<file path="src/rtl/lock_pkg.sv">
// rtl/lock_pkg.sv - shared widths and state encodings for the code-entry lock
// Purpose: digit/state width constants and the FSM state encodings used by
//          lock_sequencer and by anything decoding its state output.
// Ports:   none (package).
package lock_pkg;

   localparam int DIGIT_W = 4;
   localparam int STATE_W = 3;

   localparam logic [STATE_W-1:0] ST_IDLE    = 3'd0;
   localparam logic [STATE_W-1:0] ST_ENTER   = 3'd1;
   localparam logic [STATE_W-1:0] ST_CHECK   = 3'd2;
   localparam logic [STATE_W-1:0] ST_OPEN    = 3'd3;
   localparam logic [STATE_W-1:0] ST_FAIL    = 3'd4;
   localparam logic [STATE_W-1:0] ST_LOCKOUT = 3'd5;
   localparam logic [STATE_W-1:0] ST_PROGRAM = 3'd6;

endpackage

</file>
<file path="src/rtl/lock_timer.sv">
// rtl/lock_timer.sv - loadable down-counter with terminal count
// Purpose: times the OPEN and LOCKOUT windows; one instance serves both.
// Ports:   clock      - rising-edge clock
//          reset      - synchronous active-low reset (count -> 0)
//          load       - load load_value on this edge
//          load_value - start value (cycles remaining minus one)
//          tc         - terminal count, high while the count is zero
module lock_timer #(
   parameter int MAX_COUNT = 16,
   parameter int WIDTH     = $clog2(MAX_COUNT + 1)
) (
   input  logic             clock,
   input  logic             reset,
   input  logic             load,
   input  logic [WIDTH-1:0] load_value,
   output logic             tc
);

   logic [WIDTH-1:0] count;

   always_ff @(posedge clock) begin
      if (!reset) begin
         count <= '0;
      end else if (load) begin
         count <= load_value;
      end else if (count != '0) begin
         count <= count - 1'b1;
      end
   end

   assign tc = (count == '0);

endmodule

</file>
<file path="src/rtl/lock_sequencer.sv">
// rtl/lock_sequencer.sv - code-entry lock sequencing FSM
// Purpose: collects keypad digits on confirm rising edges, compares the
//          entry against the stored code, opens the lock for a bounded time,
//          and escalates repeated failures into a timed lockout with alarm.
// Option:  LOCK_PROGRAM_EN - when defined, program_req in OPEN enters PROGRAM
//          and the next CODE_LEN digits replace the code register.
// Ports:   clock       - rising-edge clock
//          reset       - synchronous active-low reset
//          confirm     - digit strobe (level), accepted on its rising edge
//          in          - digit value sampled with the accepted edge
//          program_req - code change request while open
//          state       - current FSM state encoding
//          left        - previously accepted digit
//          right       - most recently accepted digit
//          unlocked    - lock actuator enable
//          alarm       - lockout indicator
module lock_sequencer
   import lock_pkg::*;
#(
   parameter int                          CODE_LEN    = 2,
   parameter logic [DIGIT_W*CODE_LEN-1:0] RESET_CODE  = 8'hFA,
   parameter int                          MAX_FAILS   = 3,
   parameter int                          OPEN_CYCLES = 8,
   parameter int                          LOCK_CYCLES = 16
) (
   input  logic               clock,
   input  logic               reset,
   input  logic               confirm,
   input  logic [DIGIT_W-1:0] in,
   input  logic               program_req,
   output logic [STATE_W-1:0] state,
   output logic [DIGIT_W-1:0] left,
   output logic [DIGIT_W-1:0] right,
   output logic               unlocked,
   output logic               alarm
);

   localparam int BUF_W  = DIGIT_W * CODE_LEN;
   localparam int CNT_W  = 3;
   localparam int FAIL_W = $clog2(MAX_FAILS + 1);
   localparam int TMAX   = (OPEN_CYCLES > LOCK_CYCLES) ? OPEN_CYCLES : LOCK_CYCLES;
   localparam int TMR_W  = $clog2(TMAX + 1);

   logic [STATE_W-1:0] state_q, state_d;
   logic               prev_confirm;
   logic [DIGIT_W-1:0] left_q, right_q;
   logic [BUF_W-1:0]   buffer, buffer_next, code;
   logic [CNT_W-1:0]   count;
   logic [FAIL_W-1:0]  fail_cnt, fail_sat;
   logic               accepting, accept, last_digit, code_match, clear_entry;
   logic               timer_load, timer_tc;
   logic [TMR_W-1:0]   timer_value;

`ifdef LOCK_PROGRAM_EN
   assign accepting = (state_q == ST_IDLE) || (state_q == ST_ENTER) ||
                      (state_q == ST_PROGRAM);
`else
   assign accepting = (state_q == ST_IDLE) || (state_q == ST_ENTER);
`endif

   // Edges arriving in non-accepting states are simply lost.
   assign accept      = confirm && !prev_confirm && accepting;
   assign last_digit  = (count == CNT_W'(CODE_LEN - 1));
   assign buffer_next = (buffer << DIGIT_W) | BUF_W'(in);
   assign code_match  = (buffer == code);
   assign fail_sat    = (fail_cnt >= FAIL_W'(MAX_FAILS)) ? fail_cnt : fail_cnt + 1'b1;

`ifdef LOCK_PROGRAM_EN
   always_ff @(posedge clock) begin
      if (!reset) begin
         code <= RESET_CODE;
      end else if (state_q == ST_PROGRAM && accept && last_digit) begin
         code <= buffer_next;
      end
   end
`else
   logic unused_program;
   assign code           = RESET_CODE;
   assign unused_program = program_req;
`endif

   always_comb begin
      state_d     = state_q;
      timer_load  = 1'b0;
      timer_value = '0;
      case (state_q)
         ST_IDLE, ST_ENTER: begin
            if (accept) state_d = last_digit ? ST_CHECK : ST_ENTER;
         end
         ST_CHECK: begin
            if (code_match) begin
               state_d     = ST_OPEN;
               timer_load  = 1'b1;
               timer_value = TMR_W'(OPEN_CYCLES - 1);
            end else begin
               state_d = ST_FAIL;
            end
         end
         ST_FAIL: begin
            if (fail_sat == FAIL_W'(MAX_FAILS)) begin
               state_d     = ST_LOCKOUT;
               timer_load  = 1'b1;
               timer_value = TMR_W'(LOCK_CYCLES - 1);
            end else begin
               state_d = ST_IDLE;
            end
         end
         ST_OPEN: begin
`ifdef LOCK_PROGRAM_EN
            // A program request beats a simultaneous timer expiry.
            if (program_req) state_d = ST_PROGRAM;
            else
`endif
            if (timer_tc) state_d = ST_IDLE;
         end
         ST_LOCKOUT: begin
            if (timer_tc) state_d = ST_IDLE;
         end
`ifdef LOCK_PROGRAM_EN
         ST_PROGRAM: begin
            if (accept && last_digit) state_d = ST_IDLE;
         end
`endif
         default: state_d = ST_IDLE;
      endcase
   end

   // Entry into IDLE (and into PROGRAM) starts a fresh digit collection.
`ifdef LOCK_PROGRAM_EN
   assign clear_entry = ((state_d == ST_IDLE) && (state_q != ST_IDLE)) ||
                        ((state_d == ST_PROGRAM) && (state_q != ST_PROGRAM));
`else
   assign clear_entry = (state_d == ST_IDLE) && (state_q != ST_IDLE);
`endif

   always_ff @(posedge clock) begin
      if (!reset) begin
         state_q      <= ST_IDLE;
         prev_confirm <= 1'b1;   // a confirm held through reset is not an edge
         left_q       <= '0;
         right_q      <= '0;
         buffer       <= '0;
         count        <= '0;
         fail_cnt     <= '0;
      end else begin
         state_q      <= state_d;
         prev_confirm <= confirm;
         if (accept) begin
            left_q  <= right_q;
            right_q <= in;
         end
         if (clear_entry) begin
            buffer <= '0;
            count  <= '0;
         end else if (accept) begin
            buffer <= buffer_next;
            count  <= count + 1'b1;
         end
         if (state_q == ST_CHECK && code_match) begin
            fail_cnt <= '0;
         end else if (state_q == ST_FAIL) begin
            fail_cnt <= fail_sat;
         end else if (state_q == ST_LOCKOUT && timer_tc) begin
            fail_cnt <= '0;
         end
      end
   end

   lock_timer #(
      .MAX_COUNT (TMAX),
      .WIDTH     (TMR_W)
   ) u_timer (
      .clock      (clock),
      .reset      (reset),
      .load       (timer_load),
      .load_value (timer_value),
      .tc         (timer_tc)
   );

   assign state = state_q;
   assign left  = left_q;
   assign right = right_q;
   assign alarm = (state_q == ST_LOCKOUT);
`ifdef LOCK_PROGRAM_EN
   assign unlocked = (state_q == ST_OPEN) || (state_q == ST_PROGRAM);
`else
   assign unlocked = (state_q == ST_OPEN);
`endif

endmodule

</file>
<file path="config.mk">
export PLATFORM = sky130hd
export DESIGN_NAME = lock_sequencer
export DESIGN_NICKNAME = d
export VERILOG_FILES = /design/src/rtl/lock_pkg.sv /design/src/rtl/lock_timer.sv /design/src/rtl/lock_sequencer.sv
export SDC_FILE = /design/constraint.sdc
export NUM_CORES = 1
export LEC_CHECK = 0
export ABC_CLOCK_PERIOD_IN_PS = 2600
export CAP_MARGIN = 15
export CORE_ASPECT_RATIO = 2
export CORE_MARGIN = 3
export CORE_UTILIZATION = 53
export DETAILED_ROUTE_END_ITERATION = 10
export PLACE_DENSITY = 0.89
export SKIP_LAST_GASP = 1
export SLEW_MARGIN = 20
export SYNTH_ARGS = -nofsm -noshare
export SYNTH_HDL_FRONTEND = slang
export SYNTH_HIERARCHICAL = 1
export SYNTH_SLANG_ARGS = --single-unit
</file>
<file path="constraint.sdc">
create_clock -name clock -period 2.6 [get_ports clock]
set_input_delay 0.65 -clock clock [delete_from_list [all_inputs] [get_ports clock]]
set_output_delay 0.65 -clock clock [all_outputs]
set_load 0.1 [all_outputs]
</file>
==> run summary, run 1 <==
Outcome
* **result of the run** completed

Pwr
* **PD cells** 703.4 mW/mm^2
* **worst voltage drop across the vdd grid** 472.7 uV
* **leakage power of the design** 0.6735 nW

CTS
* **CTS root buf** clkbuf_8
* **H-tree depth** 2
* **CTS clk-pin slew, worst paths** 0.06 ns
* **number of buffers between clock root and the deepest sink** 2
* **number of buffers added by the clock tree synthesis step** 5
* **clock tree from TritonCTS** yes
* **CTS hold repair buffers** 0
* **clock tree sinks** 30
* **post-CTS sizing** 0
* **total setup buffers inserted after CTS** 0
* **insertion delay of the later-clocked pin in the worst-skew pair** 0.28 ns

Worst setup path
* **worst endpoint data arrival time** 2.41 ns
* **number of cell instances on the worst register-to-register path** 4
* **required time of the critical path** 2.75 ns
* **CP startpoint kind** input pin
* **slowest CP cell** or4b_1
* **type of the worst setup path** input pin to flip-flop
* **worst path cell trace** clkdlybuf4s50_1 -> or4b_1 -> and3_1 -> o311ai_2 -> buf_4 -> a32oi_1
* **critical path's largest stage delay** 0.51 ns
* **highest net fanout along the worst path** 12
* **Critical Path End Type** flip-flop

Cells and area
* **share of final-layout standard cells stronger than drive strength 1** 21.99%
* **Area growth, synth to finish** 23.20%
* **final instance area** 0.001774 mm^2
* **Layout Utilization** 69.04%
* **net count of the finished layout** 201
* **final-layout fill cell count** 203
* **antenna diode count** 0

Timing
* **maximum clock rate** 442.3 MHz
* **Fin. Hold Viols** 0
* **hold slack** 0.4573 ns
* **TNS Setup** 0 ns
* **setup repair after global routing missed its margin** no
* **post-route clock skew** 0.002135 ns
* **Final setup viols** 0
* **worst-case setup margin in the final layout** 0.3393 ns
* **fin. max-slew vios** 0
* **time the worst path needs with I/O delays and setup** 2.261 ns
* **ratio of final minimum period to clock period** 86.95%

Place
* **Place WS** 0.05678 ns
* **PortBufs** 19
* **total half-perimeter wirelength after legalization and detailed placement** 2540 um
* **routability-driven placement congestion ratio** 0.7975
* **instance area at placement** 0.001664 mm^2

Logic synthesis
* **number of warnings reported in the yosys synthesis log** 6
* **fraction of post-synthesis cell area in the top cell type by area** 41.70%
* **cell types occupying the most area after synthesis** dfxtp_1 42%, nand2_1 8.9%, a32oi_1 4.9%, a21oi_1 4.2%, ha_1 2.6%
* **number of synthesized flops with an enable pin** 0
* **count of mapped cells out of synthesis** 166
* **proportion of synthesized chip area in sequential cells** 41.70%
* **distinct cell type count of the synthesized netlist** 45
* **most instantiated cells after synthesis** 34 x nand2_1, 30 x dfxtp_1, 12 x a21oi_1
* **Synth Register Bits** 30
* **Post-Syn Area** 0.001440 mm^2
* **most used standard cell by instance count after synthesis** nand2_1
* **most area-hungry cell type in the Yosys netlist** dfxtp_1
* **prevailing post-synth register cell** dfxtp_1
* **synthesized net count** 177
* **Synth Area per Inst** 8.675 um^2
* **fraction of registers with async set or reset after synthesis** 0%

Min path
* **Worst Hold Path Cells** 2
* **class of the tightest hold or removal check** flip-flop to flip-flop

Floorplanning
* **core box area** 0.002570 mm^2
* **count of pins on the block boundary** 21
* **Die Y** 79.72 um
* **full die area** 0.003417 mm^2
* **standard-cell row count** 26
* **horizontal die dimension** 42.86 um
* **Initial Util** 56.04%

Global routing
* **GRT Total Usage** 22.06%
* **pin count of the biggest net entering global routing** 19
* **antenna violations before repair** 0
* **first-pass GRT wire length** 5630 um
* **vias in the first global route** 1355
* **aggregate global routing overflow** 0

Job
* **Max-cap violations** 0

Detailed routing
* **via count** 1307
* **vias per cell** 5.968
* **antenna-violating nets left** 0
* **first-pass iteration count of the detailed router** 4
* **detailed-route DRC error count** 0
* **final wirelength** 3328 um
* **initial detailed-routing violation count** 39
* **wire length per cell** 15.20 um

[report_power, final]
| part | switching [mW] | internal [mW] |
|---|---|---|
| logic | 0.142 | 0.112 |
| registers | 0.0369 | 0.495 |
| clock network | 0.176 | 0.285 |
[critical path, delay by kind of cell]
family | cells | cell delay, ns
compound gates | 2 | 0.33
buf+inv | 2 | 0.71
simple gates | 2 | 0.72
[worst paths after layout]
path         startpoint         to  slack [ns]
max             confirm  buffer[4]        0.34
min reg2reg   buffer[5]  buffer[5]        0.46
max reg2reg    state[1]  buffer[4]        0.58
min           buffer[5]  buffer[5]        0.46
[kinds of logic after synthesis]
| logic type | share of synthesized area [%] |
|---|---|
| AND/OR/NAND/NOR | 25.98 |
| AO/OA/AOI/OAI | 19.55 |
| flip-flops | 41.70 |
| buffers and inverters | 7.297 |
| adder cells (fa/ha/maj) | 2.607 |
| XOR/XNOR | 1.825 |
| other | 0.2604 |
| multiplexers | 0.7819 |
[routing by layer]
layer	vias up	GRT usage (%)	part of all wire, %
met5	-	0	0
met1	630	18.41	35
met2	26	41.42	59
li1	642	-	-
met3	9	6.095	3.2
met4	0	15.89	3.0
[layout by cell type (no fill, tap or decap), drive strengths merged, types with 2 or more instances in the layout]
master / n
o2111ai: 2
o21ai: 3
o311ai: 3
nor3: 4
nand4: 2
inv: 11
or4: 2
and3: 3
clkbuf: 6
dfxtp: 30
nand4b: 2
a32oi: 8
buf: 21
nor2: 5
a31oi: 3
nor4b: 2
a21oi: 12
xnor2: 3
or3b: 2
nand2: 34
nand3: 6
clkdlybuf4s50: 6
ha: 3
[stage by stage]
step                power (mW)  cells
global route             1.311    219
global placement        0.7810    211
CTS                      1.256    219
detailed placement      0.7955    211
floorplan               0.7179    166
finish                   1.248    219
[sequential cells by signal, summed over array words and instances, names as in the netlist]
name	count
prev_confirm	1
count	3
right	4
u_timer/count	5
state	3
fail_cnt	2
left	4
buffer	8
[area by class of cell]
| class | instances | area (um^2) | share of cell area, % |
|---|---|---|---|
| clock buffers | 6 | 72.57 | 4.090 |
| clock inverters | 2 | 37.54 | 2.116 |
| inverters | 11 | 41.29 | 2.327 |
| multi-input cells | 115 | 743.2 | 41.89 |
| flip-flops and latches | 30 | 601.8 | 33.92 |
| well taps | 28 | 35.03 | 1.975 |
| repair buffers | 27 | 242.7 | 13.68 |
Power figures use the tool's default switching activity.
==> inputs of run 2 (changes only) <==
Settings changed: CORE_UTILIZATION 53 to 55, CTS_BUF_LIST from default to sky130_fd_sc_hd__clkbuf_2, PLACE_DENSITY 0.89 to 0.92.
==> run 2 against run 1 <==
Effect of this change:
- power fell by 18%
- global-route usage shrank 0.57 points
- setup slack improved by 0.022 ns
- design area decreased by 3.9%
- flip-flop and latch count did not move
- die area fell by 3.2%
- clock skew increased by 0.019 ns
- clock power shrank 50%
- sequential power about the same
- non-clock buffer count unchanged
- combinational power barely moved
- clock-buffer cell count down 1
- critical endpoint is now alarm
- largest power group unchanged
==> run summary, run 2 (synthesis results as in run 1) <==
Detailed routing
* **via count** 1305, -0.15%
* **initial detailed-routing violation count** 48, +23%
* **vias per cell** 5.986, +0.30%
* **wire length per cell** 14.79 um, -2.7%
* **antenna-violating nets left** 0, unchanged
* **detailed-route DRC error count** 0, unchanged
* **final wirelength** 3225 um, -3.1%
* **first-pass iteration count of the detailed router** 4, unchanged

Timing
* **ratio of final minimum period to clock period** 86.12%, -0.83 points
* **maximum clock rate** 446.6 MHz, +0.97%
* **Final setup viols** 0, unchanged
* **time the worst path needs with I/O delays and setup** 2.239 ns, -0.02162 ns
* **TNS Setup** 0 ns, unchanged
* **fin. max-slew vios** 0, unchanged
* **Fin. Hold Viols** 0, unchanged
* **post-route clock skew** 0.02081 ns, +0.01867 ns
* **setup repair after global routing missed its margin** no
* **hold slack** 0.4622 ns, +0.004923 ns
* **worst-case setup margin in the final layout** 0.3609 ns, +0.02162 ns

CTS
* **CTS clk-pin slew, worst paths** 0.17 ns, +0.11 ns
* **number of buffers between clock root and the deepest sink** 2, unchanged
* **number of buffers added by the clock tree synthesis step** 5, unchanged
* **insertion delay of the later-clocked pin in the worst-skew pair** 0.38 ns, +0.10 ns
* **clock tree sinks** 30, unchanged
* **CTS root buf** clkbuf_2
* **CTS hold repair buffers** 0, unchanged
* **clock tree from TritonCTS** yes
* **post-CTS sizing** 0, unchanged
* **total setup buffers inserted after CTS** 0, unchanged
* **H-tree depth** 2, unchanged

Floorplanning
* **Die Y** 78.37 um, -1.7%
* **core box area** 0.002440 mm^2, -5.1%
* **count of pins on the block boundary** 21, unchanged
* **Initial Util** 59.03%, +3.0 points
* **full die area** 0.003306 mm^2, -3.2%
* **standard-cell row count** 25, -3.8%
* **horizontal die dimension** 42.19 um, -1.6%

Global routing
* **pin count of the biggest net entering global routing** 19, unchanged
* **vias in the first global route** 1288, -4.9%
* **antenna violations before repair** 0, unchanged
* **Top Usage Layer GRT** met2
* **global routing met2 resource utilization** 40.52%, -0.90 points
* **met1 Use GR** 18.61%, +0.20 points
* **GRT Total Usage** 21.49%, -0.57 points
* **first-pass GRT wire length** 5395 um, -4.2%
* **aggregate global routing overflow** 0, unchanged
* **met3 capacity usage during global routing** 5.505%, -0.59 points

Cells and area
* **combined area of the multi-input logic cells** 743.2 um^2, unchanged
* **share of final-layout standard cells stronger than drive strength 1** 21.99%, unchanged
* **Area growth, synth to finish** 18.33%
* **commonest cells after routing, fill and taps aside** 34 x nand2_1, 29 x dfxtp_1, 19 x buf_4, 12 x a21oi_1, 9 x inv_1
* **Reg with most FFs** buffer
* **final-layout fill cell count** 200, -1.5%
* **most common library cell in the layout ignoring fill and taps** nand2_1
* **flip-flop count of the largest register after layout** 8, unchanged
* **net count of the finished layout** 201, unchanged
* **biggest registers after layout** buffer (8), u_timer/count (5)
* **antenna diode count** 0, unchanged
* **register area** 601.8 um^2, unchanged

Place
* **PortBufs** 19, unchanged
* **total half-perimeter wirelength after legalization and detailed placement** 2438 um, -4.0%
* **routability-driven placement congestion ratio** 0.8548, +7.2%
* **Place WS** 0.07194 ns, +0.01516 ns

Job
* **Max-cap violations** 0, unchanged

Pwr
* **worst voltage drop across the vdd grid** 347.0 uV, -27%
* **Pwr Total** 1.019 mW, -18%
* **leakage power of the design** 0.6485 nW, -3.7%
* **PD cells** 597.9 mW/mm^2, -15%

Worst setup path
* **type of the worst setup path** flip-flop to output pin
* **r2r endpoint** buffer[7]
* **required time of the critical path** 1.95 ns, -0.80 ns
* **reg2reg setup slack** 0.57 ns, about the same
* **worst r2r src** state[1]
* **highest net fanout along the worst path** 10, -2
* **Critical Path End Type** output pin
* **CP startpoint kind** flip-flop
* **worst setup path startpoint** state[1]
* **worst endpoint data arrival time** 1.59 ns, -0.82 ns
* **number of cell instances on the worst register-to-register path** 4, unchanged
* **destination of the critical timing path** alarm

Outcome
* **result of the run** completed

Min path
* **class of the tightest hold or removal check** flip-flop to flip-flop

==> run 2: worst min-delay path by stage <==
stage / from / endpoint / slack [ns] / cells after the start
6_report: buffer[2] / buffer[6] / 0.46 / 2
3_5_place_dp: left[2] / left[2] / 0.45 / 2
4_1_cts: left[2] / left[2] / 0.47 / 2
5_1_grt: buffer[2] / buffer[6] / 0.47 / 2
3_3_place_gp: buffer[5] / buffer[5] / 0.44 / 2
2_1_floorplan: buffer[6] / buffer[6] / 0.43 / 2
==> run 2: critical path, cell delays in order (launching register included) <==
cell     delay, ns
dfxtp_1       0.52
and2b_2       0.30
and2_2        0.22
buf_12        0.16
==> run 2: metal layers <==
layer  wire length (um)  vias to the layer above  part of all wire [%]
li1                   -                      641                     -
met1               1111                      609                    34
met2               1859                       40                    58
met3                133                       15                   4.1
met4                121                        0                   3.8
met5                  0                        -                     0
==> run 2: cell type report <==
class,instances,share of cell area (%)
clock inverters,3,0.9545
flip-flops and latches,30,35.32
multi-input cells,115,43.61
repair buffers,27,14.24
inverters,11,2.423
clock buffers,5,1.468
well taps,27,1.982
==> run 2: through the flow <==
step,utilization (%),instance area (um^2),cells
final,69.85,1704,218
after global routing,69.85,1704,218
after CTS,69.85,1704,218
after detailed placement,68.15,1663,210
after global placement,68.15,1663,210
after floorplan,-,1450,166
==> run 2: power breakdown <==
part	switching (mW)	internal, mW	total, mW
clock network	0.169	0.0612	0.230
logic	0.144	0.113	0.257
registers	0.0374	0.495	0.532
